==> src/rtl/sequenciador_rega.sv <==
// sequenciador_rega: sequential controller for the tank/irrigation datapath.
//   Debounces the three raw tank level sensors, gates the drip and sprinkler
//   requests through an FSM (mutual exclusion, minimum on/off times, immediate
//   shut-off on alarm), registers the inlet valve enable and drives the display
//   selector that alternates the 7-seg view between tank level and irrigation type.
// Ports:
//   clock, resetN                          clock (rising edge), async active-low reset
//   highLevel, mediumLevel, lowLevel       raw level sensors
//   reqGotejamento, reqAspersao            drip / sprinkler requests
//   reqValvula, alarme                     inlet valve request, alarm
//   nivelFiltrado[2:0]                     debounced {high, medium, low}
//   gotejamento, aspersao, valvulaEntrada  actuator enables
//   chaveSeletora                          display select (0 level, 1 irrigation type)
//   estadoRega[2:0]                        FSM state code
module sequenciador_rega #(
  parameter int unsigned DEBOUNCE_CYC = 4,
  parameter int unsigned MIN_ON_CYC   = 8,
  parameter int unsigned MIN_OFF_CYC  = 8,
  parameter int unsigned SCAN_CYC     = 16,
  parameter int unsigned CNT_W        = 8
) (
  input  logic       clock,
  input  logic       resetN,
  input  logic       highLevel,
  input  logic       mediumLevel,
  input  logic       lowLevel,
  input  logic       reqGotejamento,
  input  logic       reqAspersao,
  input  logic       reqValvula,
  input  logic       alarme,
  output logic [2:0] nivelFiltrado,
  output logic       gotejamento,
  output logic       aspersao,
  output logic       valvulaEntrada,
  output logic       chaveSeletora,
  output logic [2:0] estadoRega
);

  typedef enum logic [2:0] {
    StIdle       = 3'd0,
    StGotejando  = 3'd1,
    StAspersando = 3'd2,
    StPausa      = 3'd3,
    StFalha      = 3'd4
  } state_e;

  localparam logic [CNT_W-1:0] DebLast    = CNT_W'(DEBOUNCE_CYC - 1);
  localparam logic [CNT_W-1:0] MinOnLast  = CNT_W'(MIN_ON_CYC - 1);
  localparam logic [CNT_W-1:0] MinOffLast = CNT_W'(MIN_OFF_CYC - 1);
  localparam logic [CNT_W-1:0] ScanLast   = CNT_W'(SCAN_CYC - 1);

  // Debounce
  logic [2:0]       raw;
  logic [2:0]       filt_q, filt_d;
  logic [CNT_W-1:0] deb_cnt_q [3];
  logic [CNT_W-1:0] deb_cnt_d [3];

  assign raw = {highLevel, mediumLevel, lowLevel};

  always_comb begin
    filt_d = filt_q;
    for (int i = 0; i < 3; i++) begin
      deb_cnt_d[i] = '0;
      if (raw[i] != filt_q[i]) begin
        // The cycle that would make the count reach DEBOUNCE_CYC commits the new level.
        if (deb_cnt_q[i] == DebLast) begin
          filt_d[i] = raw[i];
        end else begin
          deb_cnt_d[i] = deb_cnt_q[i] + 1'b1;
        end
      end
    end
  end

  always_ff @(posedge clock or negedge resetN) begin
    if (!resetN) begin
      filt_q <= '0;
      for (int i = 0; i < 3; i++) deb_cnt_q[i] <= '0;
    end else begin
      filt_q <= filt_d;
      for (int i = 0; i < 3; i++) deb_cnt_q[i] <= deb_cnt_d[i];
    end
  end

  assign nivelFiltrado = filt_q;

  // Irrigation FSM
  state_e           state_q, state_d;
  logic [CNT_W-1:0] timer_q, timer_d;

  always_comb begin
    state_d = state_q;
    case (state_q)
      StIdle: begin
        if (alarme)              state_d = StFalha;
        else if (reqAspersao)    state_d = StAspersando;
        else if (reqGotejamento) state_d = StGotejando;
      end
      StGotejando: begin
        if (alarme)                                      state_d = StFalha;
        else if (!reqGotejamento && timer_q >= MinOnLast) state_d = StPausa;
      end
      StAspersando: begin
        if (alarme)                                   state_d = StFalha;
        else if (!reqAspersao && timer_q >= MinOnLast) state_d = StPausa;
      end
      StPausa: begin
        if (alarme)                     state_d = StFalha;
        else if (timer_q == MinOffLast) state_d = StIdle;
      end
      StFalha: begin
        if (!alarme) state_d = StPausa;
      end
      default: state_d = StIdle;
    endcase

    // Timer restarts on every state entry and saturates while the state holds.
    if (state_d != state_q)  timer_d = '0;
    else if (timer_q != '1)  timer_d = timer_q + 1'b1;
    else                     timer_d = timer_q;
  end

  always_ff @(posedge clock or negedge resetN) begin
    if (!resetN) begin
      state_q <= StIdle;
      timer_q <= '0;
    end else begin
      state_q <= state_d;
      timer_q <= timer_d;
    end
  end

  assign gotejamento = (state_q == StGotejando);
  assign aspersao    = (state_q == StAspersando);
  assign estadoRega  = state_q;

  // Inlet valve, independent of the FSM
  logic valv_q;

  always_ff @(posedge clock or negedge resetN) begin
    if (!resetN) valv_q <= 1'b0;
    else         valv_q <= reqValvula & ~alarme;
  end

  assign valvulaEntrada = valv_q;

  // Display scan
  logic [CNT_W-1:0] scan_q;
  logic             chave_q;

  always_ff @(posedge clock or negedge resetN) begin
    if (!resetN) begin
      scan_q  <= '0;
      chave_q <= 1'b0;
    end else if (scan_q == ScanLast) begin
      scan_q  <= '0;
      chave_q <= ~chave_q;
    end else begin
      scan_q  <= scan_q + 1'b1;
    end
  end

  assign chaveSeletora = chave_q;

endmodule
==> config.mk <==
export PLATFORM = sky130hd
export DESIGN_NAME = sequenciador_rega
export DESIGN_NICKNAME = d
export VERILOG_FILES = /design/src/rtl/sequenciador_rega.sv
export SDC_FILE = /design/constraint.sdc
export NUM_CORES = 1
export LEC_CHECK = 0
export ABC_CLOCK_PERIOD_IN_PS = 2120
export CORE_MARGIN = 4
export CORE_UTILIZATION = 50
export CTS_CLUSTER_DIAMETER = 200
export DETAILED_ROUTE_END_ITERATION = 16
export GPL_TIMING_DRIVEN = 1
export PLACE_DENSITY = 0.76
export SLEW_MARGIN = 20
export SYNTH_ARGS = -nofsm -noshare
export SYNTH_HDL_FRONTEND = slang
export SYNTH_SLANG_ARGS = --single-unit
==> constraint.sdc <==
create_clock -name clock -period 2.12 [get_ports clock]
set_input_delay 0.424 -clock clock [delete_from_list [all_inputs] [get_ports clock]]
set_output_delay 0.424 -clock clock [all_outputs]
set_load 0.03 [all_outputs]
Word level (Yosys, flattened, before mapping)
Index checks and enable logic that the tools add are counted.
{ "word_totals": {"out_inout_bits": 10, "latch_bits": 0, "mem_bits_rw": 0, "in_bits": 9, "romBits": 0, "word_cells": 63, "n_memories": 0, "reg_bits": 48} }
{ "classes": {"n_shift": 0, "muxes": 20, "div": 0, "reduce_logical": 9, "bitwise_logic": 3, "n_eq_ne": 14, "addsub": 5, "mul": 0, "order_cmp": 1} }
{ "op_table": {"columns": ["op", "n"], "rows": [
  ["8-bit 2-to-1 mux", 9],
  ["8-bit by 1-bit adder with 8-bit output, second input constant", 5],
  ["3-bit 2-to-1 mux", 10],
  ["8-bit by 2-bit == test with 1-bit output, second input constant", 3],
  ["3-bit one-hot mux with 5 select lines", 1],
  ["8-bit by 3-bit == test with 1-bit output, second input constant", 1],
  ["8-bit by 4-bit == test with 1-bit output, second input constant", 1],
  ["8-bit by 3-bit greater-or-equal comparator with 1-bit output, second input constant", 1],
  ["8-bit inequality test, second input constant", 1],
  ["3-bit by 2-bit == test with 1-bit output, second input constant", 2],
  ["2-bit AND reduction", 3],
  ["3-bit by 1-bit == test with 1-bit output, second input constant", 1],
  ["3-bit == test, second input constant", 1],
  ["3-bit logical NOT", 1],
  ["1-bit inequality test", 3],
  ["3-bit inequality test", 1],
  ["1-bit logical AND", 2],
  ["1-bit logical NOT", 2],
  ["1-bit NOT", 2],
  ["2-bit nonzero test", 1],
  ["1-bit AND", 1]
]} }

Logic depth before layout (Yosys ltp)
{ "depth": {"ltp_word": 7, "depth_mapped": 7, "depth_no_buf": 6} }

Least setup slack after synthesis
Ideal clock, no wire load.
{ "synth_path": {"path_kind": "register to register", "start": "reg state_q[1], in the netlist estadoRega[1]", "end": "reg timer_q[0]", "period_less_slack_ns": 2.283, "required_time_ns": 1.993, "n_path_buf": 1, "t_arrival_ns": 2.156, "path_stages_with_launch": 7, "setup_ns": 0.127, "path_slack_ns": -0.163, "cell_sequence": "dfrtp_1 > buf_2 > nor3b_1 > nand2b_1 > o21a_2 > o21ai_4 > nor2_1"} }
{ "synth_between": {"word_cells_on_any_way": 19} }
{ "synth_lines": {"columns": ["element", "line_no", "text"], "rows": [
  ["start, declared", "88", "state_e state_q, state_d;"],
  ["start signal, assigned", "125", "state_q <= StIdle;"],
  ["start signal, assigned", "128", "state_q <= state_d;"],
  ["3-bit by 2-bit == test with 1-bit output *", null, null],
  ["named net aspersao", "33", "output logic aspersao,"],
  ["3-bit one-hot mux with 5 select lines *", "93", "case (state_q)"],
  ["3-bit inequality test *", "118", "if (state_d != state_q) timer_d = '0;"],
  ["8-bit 2-to-1 mux / 2-bit nonzero test (equally long branches)", null, null],
  ["end signal, assigned", "129", "timer_q <= timer_d;"],
  ["end, declared", "89", "logic [CNT_W-1:0] timer_q, timer_d;"]
]} }
Mark *: on every way through the listed nets, which the timed path passes. The rest lies on a longest branch.
A chain may end at the register's enable or synchronous reset.

Final worst setup path
{ "layout_path": {"start": "reg state_q[1], in the netlist estadoRega[1]", "end": "out estadoRega[1]"} }
{ "layout_lines": {"columns": ["element", "line_no", "text"], "rows": [
  ["end, declared", "36", "output logic [2:0] estadoRega"]
]} }
No word-level cell between the ends.

==> impl_metrics.yaml <==
status:
  status: "completed"
global_route:
  track_usage_pct: 14.0
  busiest_layer: "met2"
  antenna_found_initial: 0
  grt_max_degree: 26
  grt.overflow.total: 0
  met3_usage_pct: 4.38
  grt_pass1_vias: 1591
  met1_usage_pct: 18.5
  met2_usage_pct: 21.7
  grt_pass1_wl_um: 6820
logic_synthesis:
  synth_edf_count: 0
  synthFlopType: "dfrtp_1"
  yosysSeqAreaShare_pct: 52.1
  syn_avg_cell_area_um2: 10.4
  synth-seq-cells: 48
  ys_warn_count: 0
  syn_area_um2: 2310
  async_flop_share_pct: 100
  ys_types: 38
  postSynthCellCount: 222
  synth_nets: 236
placement:
  dpl_cell_area_um2: 2590
  place.gp.congestion: 0.949
  hpwl_um: 2690
  port_buffers: 18
  pre_cts_slack_ps: 57.6
die:
  die_area_um2: 5770
  die_h_um: 75.9
  ios: 19
  placementRows: 24
  start_util_pct: 52.3
  dieWidth_um: 75.9
  core_um2: 4410
worst_setup_path:
  cp-start-kind: "flop"
  worst-path-max-fanout: 8
  crit_path_end_kind: "output pin"
  rrSetupSlack_ps: 310
  path_class: "flop to output pin"
  worst-endpoint-required_ps: 1700
  cp.arrival_ps: 1530
clocking:
  root_buffer: "clkbuf_8"
  clk_pin_slew_ps: 100
  cts_post_setup_buffers_inserted: 0
  insertion_delay_ps: 300
  cts-htree-levels: 2
  ctsHoldBuffers: 0
  cts_resized: 0
  clkSinkCount: 48
  cts_buffer_depth: 2
  cts_tree: "built"
  cts_buffers: 5
route:
  ant_nets: 0
  routed_wl_um: 3920
  wl_per_cell_um: 13.1
  drtIter0Drc: 90
  via_per_inst: 5.44
  first_pass_iters: 4
  vias: 1631
  drc: 0
timing:
  finalCritPeriodShare_pct: 92.2
  max_freq_ghz: 0.512
  slew_headroom_pct: 63.7
  min_period_ps: 1950
  worst_pin_slew_ps: 544
  hold_viol: 0
  setup_ws_ps: 166
  slew_viol_final: 0
  fin_tns_setup_ps: 0
  timing.hold.ws_ps: 90.4
  setup_violations: 0
  clock_skew_ps: 11.5
  rsz0062_at_grt: "no"
run:
  maxCapViolations: 0
power_and_ir_drop:
  leakage_uw: 0.00126
  powerDensity_nw_per_um2: 888
  vdd.ir_drop.worst_mv: 0.524
  total_power_uw: 2400
finish:
  drive_gt1_share_pct: 11.7
  syn_to_final_growth_pct: 17.1
  most-common-layout-cells: "dfrtp_1, nor2_1, xor2_1, nand3_1, clkdlybuf4s50_1"
  nets: 261
  fin_area_um2: 2700
  final_common_cell: "dfrtp_1"
  antennaDiodeCount: 0
min_path:
  holdCritPathClass: "primary input to asynchronous set/reset pin"
-- cells in the mapped netlist (3+ instances only) --
library cell / instances / area share, %
mux2i_1: 3 / 1.3
nor3_1: 3 / 0.65
dfrtp_1: 48 / 52
and3_1: 12 / 3.3
nor3b_1: 3 / 0.98
nand2_1: 9 / 1.5
ha_1: 5 / 2.7
nor2_1: 38 / 6.2
nor2b_1: 3 / 0.81
a21oi_1: 5 / 1.1
o21ai_0: 5 / 1.1
xnor2_1: 7 / 2.7
mux2_2: 3 / 1.5
nand2b_1: 4 / 1.1
nand3_1: 22 / 4.8
clkbuf_1: 3 / 0.49
xor2_1: 22 / 8.4
-- kinds of logic (layout without fill, tap and decap cells) --
| kind of cell | after synthesis | after routing | synth area share (%) |
|---|---|---|---|
| AOI/OAI and AO/OA | 21 | 21 | 6.83 |
| DFF | 48 | 48 | 52.1 |
| buffers and inverters | 6 | 32 | 1.08 |
| muxes | 6 | 6 | 2.77 |
| xor gates and xnor gates | 29 | 29 | 11.0 |
| and+or+nand+nor | 107 | 107 | 23.5 |
| adders and majority gates | 5 | 5 | 2.71 |
-- worst max-delay path, stage by stage, from the launching register on --
cell and delay [ps]:
dfrtp_1 390, buf_4 170, clkdlybuf4s50_1 670
-- worst paths after layout --
check / start / end / cells after the start
setup / recovery: estadoRega[1] / estadoRega[1] / 2
hold / removal: resetN / deb_cnt_q[13] / 1
setup reg to reg: timer_q[3] / timer_q[3] / 5
hold reg to reg: chaveSeletora / chaveSeletora / 1
max in group asynchronous: resetN / deb_cnt_q[21] / 2
min in group clock: chaveSeletora / chaveSeletora / 1
-- report_power, final --
part           internal, uW  switching [uW]
Combinational           260             345
Clock                   349             308
Sequential             1030             113
-- registers in the layout, summed over array words and instances, names as in the netlist --
signal / flops
valvulaEntrada: 1
nivelFiltrado: 3
estadoRega: 3
scan_q: 8
chaveSeletora: 1
deb_cnt_q: 24
timer_q: 8
-- per-stage QoR --
stage          util [%]  std cells
3_3_place_gp       58.6        292
5_1_grt            61.2        300
4_1_cts            61.1        300
3_5_place_dp       58.6        292
6_report           61.2        300
2_1_floorplan         -        222
-- final cells by class --
type	instances	area, um2
Fill cell	356	1710
Sequential cell	48	1200
Multi-Input combinational cell	168	1090
Timing Repair Buffer	23	230
Clock buffer	5	68.8
Tap cell	52	65.1
Clock inverter	3	42.5
Inverter	1	3.75
-- per-layer routing --
metal  vias up  routed length, um
li1        813                  -
met1       773               1940
met2        39               1740
met3         6                181
met4         0                 56
met5         -                  0
Note: power is estimated with default switching activity, not from simulation.
